==> config.mk <==
export PLATFORM = sky130hd
export DESIGN_NAME = keypad_paddle_ctrl_flat
export DESIGN_NICKNAME = d
export VERILOG_FILES = /design/src/rtl/keypad_paddle_ctrl_if.sv /design/src/rtl/keypad_paddle_ctrl.sv /design/src/flat_wrapper.sv
export SDC_FILE = /design/constraint.sdc
export NUM_CORES = 1
export LEC_CHECK = 0
export ABC_AREA = 1
export BUFFER_PORTS_ARGS = -buffer_cell sky130_fd_sc_hd__buf_2
export CAP_MARGIN = 15
export CELL_PAD_IN_SITES_DETAIL_PLACEMENT = 1
export CELL_PAD_IN_SITES_GLOBAL_PLACEMENT = 2
export CORE_MARGIN = 5
export CORE_UTILIZATION = 35
export CTS_CLUSTER_SIZE = 20
export DETAILED_ROUTE_END_ITERATION = 16
export HOLD_SLACK_MARGIN = 0.03
export PLACE_DENSITY_LB_ADDON = 0.1
export SYNTH_ARGS = -nofsm -noshare
export SYNTH_HDL_FRONTEND = slang
export SYNTH_SLANG_ARGS = --single-unit
==> constraint.sdc <==
create_clock -name clk -period 3.7 [get_ports clk]
set_input_delay 0.74 -clock clk [delete_from_list [all_inputs] [get_ports clk]]
set_output_delay 0.74 -clock clk [all_outputs]
set_load 0.03 [all_outputs]
==> src/rtl/keypad_paddle_ctrl_if.sv <==
// rtl/keypad_paddle_ctrl_if.sv - keypad scan inputs and paddle outputs of keypad_paddle_ctrl
interface keypad_paddle_ctrl_if #(
   parameter int unsigned POS_W = 9
);
   logic [3:0]       keys;
   logic             keypressed;
   logic [POS_W-1:0] left_pos;
   logic [POS_W-1:0] right_pos;
   logic             step_l;
   logic             step_r;
   logic             key_valid;
   logic [3:0]       active_key;

   // scanner/game side
   modport master (
      output keys, keypressed,
      input  left_pos, right_pos, step_l, step_r, key_valid, active_key
   );

   // paddle controller side
   modport slave (
      input  keys, keypressed,
      output left_pos, right_pos, step_l, step_r, key_valid, active_key
   );
endinterface

==> src/rtl/keypad_paddle_ctrl.sv <==
// rtl/keypad_paddle_ctrl.sv - debounced auto-repeat paddle control from keypad scans; KEYPAD_PADDLE_CENTER_EN maps key 0 to recentre
module keypad_paddle_ctrl #(
   parameter int unsigned DEBOUNCE_CYC  = 250000,
   parameter int unsigned RELEASE_CYC   = 16,
   parameter int unsigned REPEAT_DELAY  = 5000000,
   parameter int unsigned REPEAT_PERIOD = 500000,
   parameter int unsigned POS_W         = 9,
   parameter int unsigned MAX_POS       = 400,
   parameter int unsigned STEP          = 4
) (
   input logic                 clk,
   input logic                 rst,
   keypad_paddle_ctrl_if.slave bus
);

`ifdef KEYPAD_PADDLE_CENTER_EN
   localparam bit CENTER_EN = 1'b1;
`else
   localparam bit CENTER_EN = 1'b0;
`endif

   typedef enum logic [1:0] {IDLE, DEBOUNCE, HELD, REPEAT} state_t;

   localparam int unsigned       REL_W    = $clog2(RELEASE_CYC + 1);
   localparam logic [REL_W-1:0]  REL_LAST = REL_W'(RELEASE_CYC - 1);
   localparam logic [REL_W-1:0]  REL_MAX  = REL_W'(RELEASE_CYC);
   localparam logic [23:0]       DEB_LAST = 24'(DEBOUNCE_CYC - 1);
   localparam logic [23:0]       DLY_LAST = 24'(REPEAT_DELAY - 1);
   localparam logic [23:0]       PER_LAST = 24'(REPEAT_PERIOD - 1);
   localparam logic [POS_W:0]    STEP_W   = (POS_W + 1)'(STEP);
   localparam logic [POS_W:0]    MAX_W    = (POS_W + 1)'(MAX_POS);
   localparam logic [POS_W-1:0]  CENTER   = POS_W'(MAX_POS / 2);

   state_t           state, state_n;
   logic [23:0]      phase_cnt, phase_n;
   logic [REL_W-1:0] rel_cnt, rel_n;
   logic [3:0]       key_q, key_n;
   logic             fire;
   logic             match, press_mapped, released, center_key;

   logic [POS_W-1:0] left_q, right_q;
   logic             step_l_q, step_r_q, key_valid_q;

   function automatic logic is_mapped(input logic [3:0] k);
      return (k == 4'd1) || (k == 4'd7) || (k == 4'd10) || (k == 4'd12) ||
             (CENTER_EN && (k == 4'd0));
   endfunction

   // Widen by one bit so the subtraction cannot wrap before the floor check.
   function automatic logic [POS_W-1:0] pos_up(input logic [POS_W-1:0] p);
      logic [POS_W:0] w;
      w = {1'b0, p};
      if (w < STEP_W) return '0;
      else return POS_W'(w - STEP_W);
   endfunction

   function automatic logic [POS_W-1:0] pos_down(input logic [POS_W-1:0] p);
      logic [POS_W:0] w;
      w = {1'b0, p} + STEP_W;
      if (w > MAX_W) return POS_W'(MAX_W);
      else return POS_W'(w);
   endfunction

   assign match        = bus.keypressed && (bus.keys == key_q);
   assign press_mapped = bus.keypressed && is_mapped(bus.keys);
   assign released     = !match && (rel_cnt >= REL_LAST);
   assign center_key   = CENTER_EN && (key_q == 4'd0);

   // State, latched key and the phase/release timers.
   always_ff @(posedge clk or posedge rst) begin
      if (rst) begin
         state     <= IDLE;
         phase_cnt <= '0;
         rel_cnt   <= '0;
         key_q     <= '0;
      end else begin
         state     <= state_n;
         phase_cnt <= phase_n;
         rel_cnt   <= rel_n;
         key_q     <= key_n;
      end
   end

   // Next state: a new mapped key beats release, release beats a timer expiry.
   always_comb begin
      state_n = state;
      key_n   = key_q;
      phase_n = (phase_cnt == 24'hFF_FFFF) ? phase_cnt : phase_cnt + 24'd1;
      rel_n   = (rel_cnt == REL_MAX) ? rel_cnt : rel_cnt + 1'b1;
      fire    = 1'b0;
      if (match) rel_n = '0;
      case (state)
         IDLE: begin
            phase_n = '0;
            rel_n   = '0;
            if (press_mapped) begin
               key_n   = bus.keys;
               state_n = DEBOUNCE;
            end
         end
         default: begin
            if (press_mapped && !match) begin
               key_n   = bus.keys;
               state_n = DEBOUNCE;
               phase_n = '0;
               rel_n   = '0;
            end else if (released) begin
               state_n = IDLE;
               phase_n = '0;
               rel_n   = '0;
            end else begin
               case (state)
                  DEBOUNCE: begin
                     if (phase_cnt == DEB_LAST) begin
                        fire    = 1'b1;
                        state_n = HELD;
                        phase_n = '0;
                     end
                  end
                  HELD: begin
                     // The recentre key fires once and then just sits in HELD.
                     if (!center_key && (phase_cnt == DLY_LAST)) begin
                        fire    = 1'b1;
                        state_n = REPEAT;
                        phase_n = '0;
                     end
                  end
                  REPEAT: begin
                     if (phase_cnt == PER_LAST) begin
                        fire    = 1'b1;
                        phase_n = '0;
                     end
                  end
                  default: begin
                  end
               endcase
            end
         end
      endcase
   end

   // Paddle positions and step pulses, updated on the same edge as a fire.
   always_ff @(posedge clk or posedge rst) begin
      if (rst) begin
         left_q      <= CENTER;
         right_q     <= CENTER;
         step_l_q    <= 1'b0;
         step_r_q    <= 1'b0;
         key_valid_q <= 1'b0;
      end else begin
         step_l_q    <= 1'b0;
         step_r_q    <= 1'b0;
         key_valid_q <= (state_n == HELD) || (state_n == REPEAT);
         if (fire) begin
            case (key_q)
               4'd1: begin
                  left_q   <= pos_up(left_q);
                  step_l_q <= 1'b1;
               end
               4'd7: begin
                  left_q   <= pos_down(left_q);
                  step_l_q <= 1'b1;
               end
               4'd10: begin
                  right_q  <= pos_up(right_q);
                  step_r_q <= 1'b1;
               end
               4'd12: begin
                  right_q  <= pos_down(right_q);
                  step_r_q <= 1'b1;
               end
               default: begin
                  if (CENTER_EN) begin
                     left_q   <= CENTER;
                     right_q  <= CENTER;
                     step_l_q <= 1'b1;
                     step_r_q <= 1'b1;
                  end
               end
            endcase
         end
      end
   end

   assign bus.left_pos   = left_q;
   assign bus.right_pos  = right_q;
   assign bus.step_l     = step_l_q;
   assign bus.step_r     = step_r_q;
   assign bus.key_valid  = key_valid_q;
   assign bus.active_key = key_q;

endmodule

==> src/flat_wrapper.sv <==
// flat-port wrapper written by rule: the top's interface ports become plain ports
module keypad_paddle_ctrl_flat 
#(
   parameter int unsigned DEBOUNCE_CYC  = 250000,
   parameter int unsigned RELEASE_CYC   = 16,
   parameter int unsigned REPEAT_DELAY  = 5000000,
   parameter int unsigned REPEAT_PERIOD = 500000,
   parameter int unsigned POS_W         = 9,
   parameter int unsigned MAX_POS       = 400,
   parameter int unsigned STEP          = 4
)
  (clk, rst, bus_keys, bus_keypressed, bus_left_pos, bus_right_pos, bus_step_l, bus_step_r, bus_key_valid, bus_active_key);
  keypad_paddle_ctrl_if #(.POS_W(POS_W)) bus_i ();
  input logic clk;
  input logic rst;
  input wire logic [$bits(bus_i.keys)-1:0] bus_keys;
  input wire logic [$bits(bus_i.keypressed)-1:0] bus_keypressed;
  output wire logic [$bits(bus_i.left_pos)-1:0] bus_left_pos;
  output wire logic [$bits(bus_i.right_pos)-1:0] bus_right_pos;
  output wire logic [$bits(bus_i.step_l)-1:0] bus_step_l;
  output wire logic [$bits(bus_i.step_r)-1:0] bus_step_r;
  output wire logic [$bits(bus_i.key_valid)-1:0] bus_key_valid;
  output wire logic [$bits(bus_i.active_key)-1:0] bus_active_key;
  assign bus_i.keys = bus_keys;
  assign bus_i.keypressed = bus_keypressed;
  assign bus_left_pos = bus_i.left_pos;
  assign bus_right_pos = bus_i.right_pos;
  assign bus_step_l = bus_i.step_l;
  assign bus_step_r = bus_i.step_r;
  assign bus_key_valid = bus_i.key_valid;
  assign bus_active_key = bus_i.active_key;
  keypad_paddle_ctrl #(.DEBOUNCE_CYC(DEBOUNCE_CYC), .RELEASE_CYC(RELEASE_CYC), .REPEAT_DELAY(REPEAT_DELAY), .REPEAT_PERIOD(REPEAT_PERIOD), .POS_W(POS_W), .MAX_POS(MAX_POS), .STEP(STEP)) u_core (.clk(clk), .rst(rst), .bus(bus_i));
endmodule
==> summary.txt <==
Setup path
  • Data arrival time of the critical path: approximately 2.5 ns
  • Delay-heaviest family, CP: simple AND/OR/NAND/NOR gates
  • Crit path max-delay cell type: sky130_fd_sc_hd__nand2_2
  • Reg-to-Reg Start: u_core.phase_cnt[0]
  • Worst setup slack for register-to-register paths: around 1.4 ns
  • Critical path's largest stage delay: about 0.42 ns
  • Element type at the critical path start: flip-flop
  • Critical R2R Capture: u_core.phase_cnt[15]
  • Cell Chain, Critical Path: ha_1 > nand2_1 > nor2_4 > nand2_4 > nor2_1 > nand2_1 > nand2_1 > nand4_1 > nand2_2 > nor3_1
  • Kind of end point of the critical path: flip-flop
  • Crit path buffers/inverters: 0
  • Worst reg2reg path depth: 10
  • Critical path start-end classification: reg2reg
  • Crit path required time: about 3.9 ns
  • Worst-path maximum fanout: 21
  • Most frequent cell on the critical path: sky130_fd_sc_hd__nand2_1
  • Crit path depth: 10

Floorplan
  • Die span in x: between 100 and 150 µm
  • Number of placed I/O pins: 32
  • Core area: 0.0115 mm²
  • Die Ht: between 100 and 150 µm
  • FP Rows: 39
  • Starting density of the core: a little over a third
  • Area of the die: around 0.014 mm²

Clock tree
  • Root buffer cell: sky130_fd_sc_hd__clkbuf_16
  • CTS sink count: 52
  • CTS tree: built
  • Clock buffer count from CTS: 5
  • Clk pin slew, worst setup/hold paths: approximately 0.07 ns
  • Post CTS Setup Buffer Count: 0
  • Number of gates resized after CTS: 0
  • Number of buffers added to fix hold violations after cts: 0
  • Maximum clock path buffer count: 2
  • Clock latency at the later pin of the worst-skew pair: just over 0.3 ns
  • Number of H-tree branching levels: 2

Global route
  • Initial antenna violation count: 0
  • Gr ovfl total: 0
  • Vias in the first global route: ~4k
  • Total global routing track utilization: 17.4%
  • Maximum number of pins on one net before global-route repair: 32
  • First-pass GRT wire length: 20300 µm

Yosys
  • Post-synth top flop: sky130_fd_sc_hd__dfrtp_1
  • Number of flops mapped to enable cells by yosys: 0
  • Proportion of register bits with asynchronous set or reset after synthesis: between 90% and 100%
  • Dominant combinational cell family by area after synthesis: simple AND/OR/NAND/NOR gates
  • Multiplexer fraction of the synthesized cell area: 0%
  • Biggest area consumer among synthesized cells: sky130_fd_sc_hd__dfrtp_1
  • Synth unique cells: 39
  • Adder-cell share of the synthesized area: approximately 4.9%
  • Share of the synthesized area in compound gates (AO/OA/AOI/OAI): 6.83%
  • Synthesized flop and latch total: 52
  • Post-synth design cell area: between 0.004 and 0.005 mm²
  • Fraction of synthesized cell area in xor and xnor cells: around 3.6%
  • Sequential element share of the synthesized area: 31.7%
  • Post-Synth Simple-Gate Area: 42.2%
  • Total number of yosys warnings: 0
  • Fraction of synthesized cell area taken by the top area cell type: around 28%
  • Average size of a mapped cell: ~6.7 µm²
  • Synth area leaders: sky130_fd_sc_hd__dfrtp_1 28%, sky130_fd_sc_hd__nand2_1 13%, sky130_fd_sc_hd__nor2_1 10%
  • Post-Syn Instances: approximately 620

Run status
  • Result of the run: complete, no violations

Final layout
  • Diode count: 0
  • Number of nets in the layout: ~660
  • Synth-to-layout area growth: 10.2%
  • Commonest non-fill, non-tap cell in the layout: sky130_fd_sc_hd__nand2_1
  • Commonest cells after routing, fill and taps aside: 138 x sky130_fd_sc_hd__nand2_1, 110 x sky130_fd_sc_hd__nor2_1, 83 x sky130_fd_sc_hd__inv_1
  • Layout cell share with drive strength beyond 1: around 12%

Detailed routing
  • Detailed-router iteration count before antenna repair: 4
  • Total Wirelength: between 10000 and 15000 µm
  • DRC violation total after the first TritonRoute iteration: between 150 and 200
  • Vias after detailed routing: 3922
  • Wire length per cell after detailed routing: around 15 µm
  • Number of nets with antenna violations after routing: 0
  • Avg Vias per Cell: approximately 5
  • DRC violations left: 0

Place
  • Post-detail-place hpwl: 9440 µm
  • Routability congestion estimate: 0.857
  • Pre-CTS setup slack: around 1.3 ns
  • Count of buffers inserted at the top-level ports: 27

Timing
  • Number of failing setup endpoints in the final timing report: 0
  • Final worst-path setup slack: 1.39 ns
  • Worst-Margin Slew: 0.668 ns
  • Maximum clock skew at final layout: roughly 0.0066 ns
  • Maximum clock frequency: 433 MHz
  • Number of hold violations in the final report: 0
  • Tmin final: approximately 2.3 ns
  • Setup TNS: 0 ns
  • Period utilization: between 60% and 70%
  • Setup repair after global routing missed its margin: false
  • Relative slew slack: a little under three fifths
  • Final max-slew violation count: 0

Flow run
  • Max-cap violations: 0

Power
  • Peak ir drop on the vdd network: ~0.26 mV
  • Lkg Pwr: 2.35 nW
  • Pwr/cell area: 377 mW/mm²

Min path
  • Hold/Removal Path Class: in2async
## power by group
part / internal, mW / total, mW / switching (mW)
logic: 0.129 / 0.467 / 0.338
clock network: 0.357 / 0.584 / 0.227
registers: 0.613 / 0.661 / 0.0480
total: 1.10 / 1.71 / 0.613
## state kept, by name, indices dropped and copies added, names as in the netlist
name and flops:
u_core.state 2, u_core.rel_cnt 5, u_core.phase_cnt 24, u_core.bus.step_l 1, u_core.bus.step_r 1, u_core.bus.key_valid 1
u_core.bus.active_key 4, u_core.bus.left_pos 7, u_core.bus.right_pos 7
## routing by layer
metal | track usage, % | routed length (µm) | vias to the layer above
met4 | 4.75 | 176 | 0
met5 | 0 | 0 | -
met2 | 28.0 | 5430 | 40
met1 | 24.7 | 6100 | 1872
met3 | 2.24 | 235 | 12
li1 | - | - | 1998
## synth_stat cells, types with 6 or more instances
cell type	count
sky130_fd_sc_hd__a21oi_1	21
sky130_fd_sc_hd__ha_1	16
sky130_fd_sc_hd__dfstp_2	6
sky130_fd_sc_hd__inv_2	8
sky130_fd_sc_hd__nand2_1	138
sky130_fd_sc_hd__nand4_1	21
sky130_fd_sc_hd__xor2_1	16
sky130_fd_sc_hd__nor3_1	23
sky130_fd_sc_hd__o21ai_0	21
sky130_fd_sc_hd__inv_1	84
sky130_fd_sc_hd__nor2_1	110
sky130_fd_sc_hd__nand3_1	50
sky130_fd_sc_hd__buf_4	6
sky130_fd_sc_hd__dfrtp_1	46
## kinds of logic after synthesis
family                   count (synthesis)
XOR/XNOR                                17
other                                    1
AO/OA/AOI/OAI                           52
flip-flops                              52
adder cells (fa/ha/maj)                 16
AND/OR/NAND/NOR                        372
buffers and inverters                  106
## per-stage QoR
stage	util, %	instances	total power, mW	hold slack, ns	cell area (µm²)
2_1_floorplan	-	619	1.04	0.526	4130
3_3_place_gp	38.0	776	1.14	0.518	4360
3_5_place_dp	38.0	776	1.15	0.518	4360
4_1_cts	39.6	784	1.74	0.532	4540
5_1_grt	39.6	784	1.82	0.578	4540
6_report	39.6	784	1.71	0.525	4540
## how the worst max path moves through the flow
stage | start | to | slack [ns]
finish | u_core.phase_cnt[0] | u_core.phase_cnt[15] | 1.39
global route | u_core.phase_cnt[1] | u_core.phase_cnt[13] | 1.09
CTS | u_core.phase_cnt[0] | u_core.phase_cnt[15] | 1.34
detailed placement | bus_keys[0] | u_core.phase_cnt[15] | 1.27
global placement | bus_keys[0] | u_core.phase_cnt[13] | 1.38
floorplan | rst | u_core.bus.active_key[0] | 1.71
## layout make-up
cell class	count	area, µm²
clock inverters	1	30.0
multi-input cells	461	2390
inverters	92	345
fillers	1513	6920
clock buffers	7	153
well taps	143	179
repair buffers	28	143
flip-flops and latches	52	1310
(Power assumes the default switching activity.)
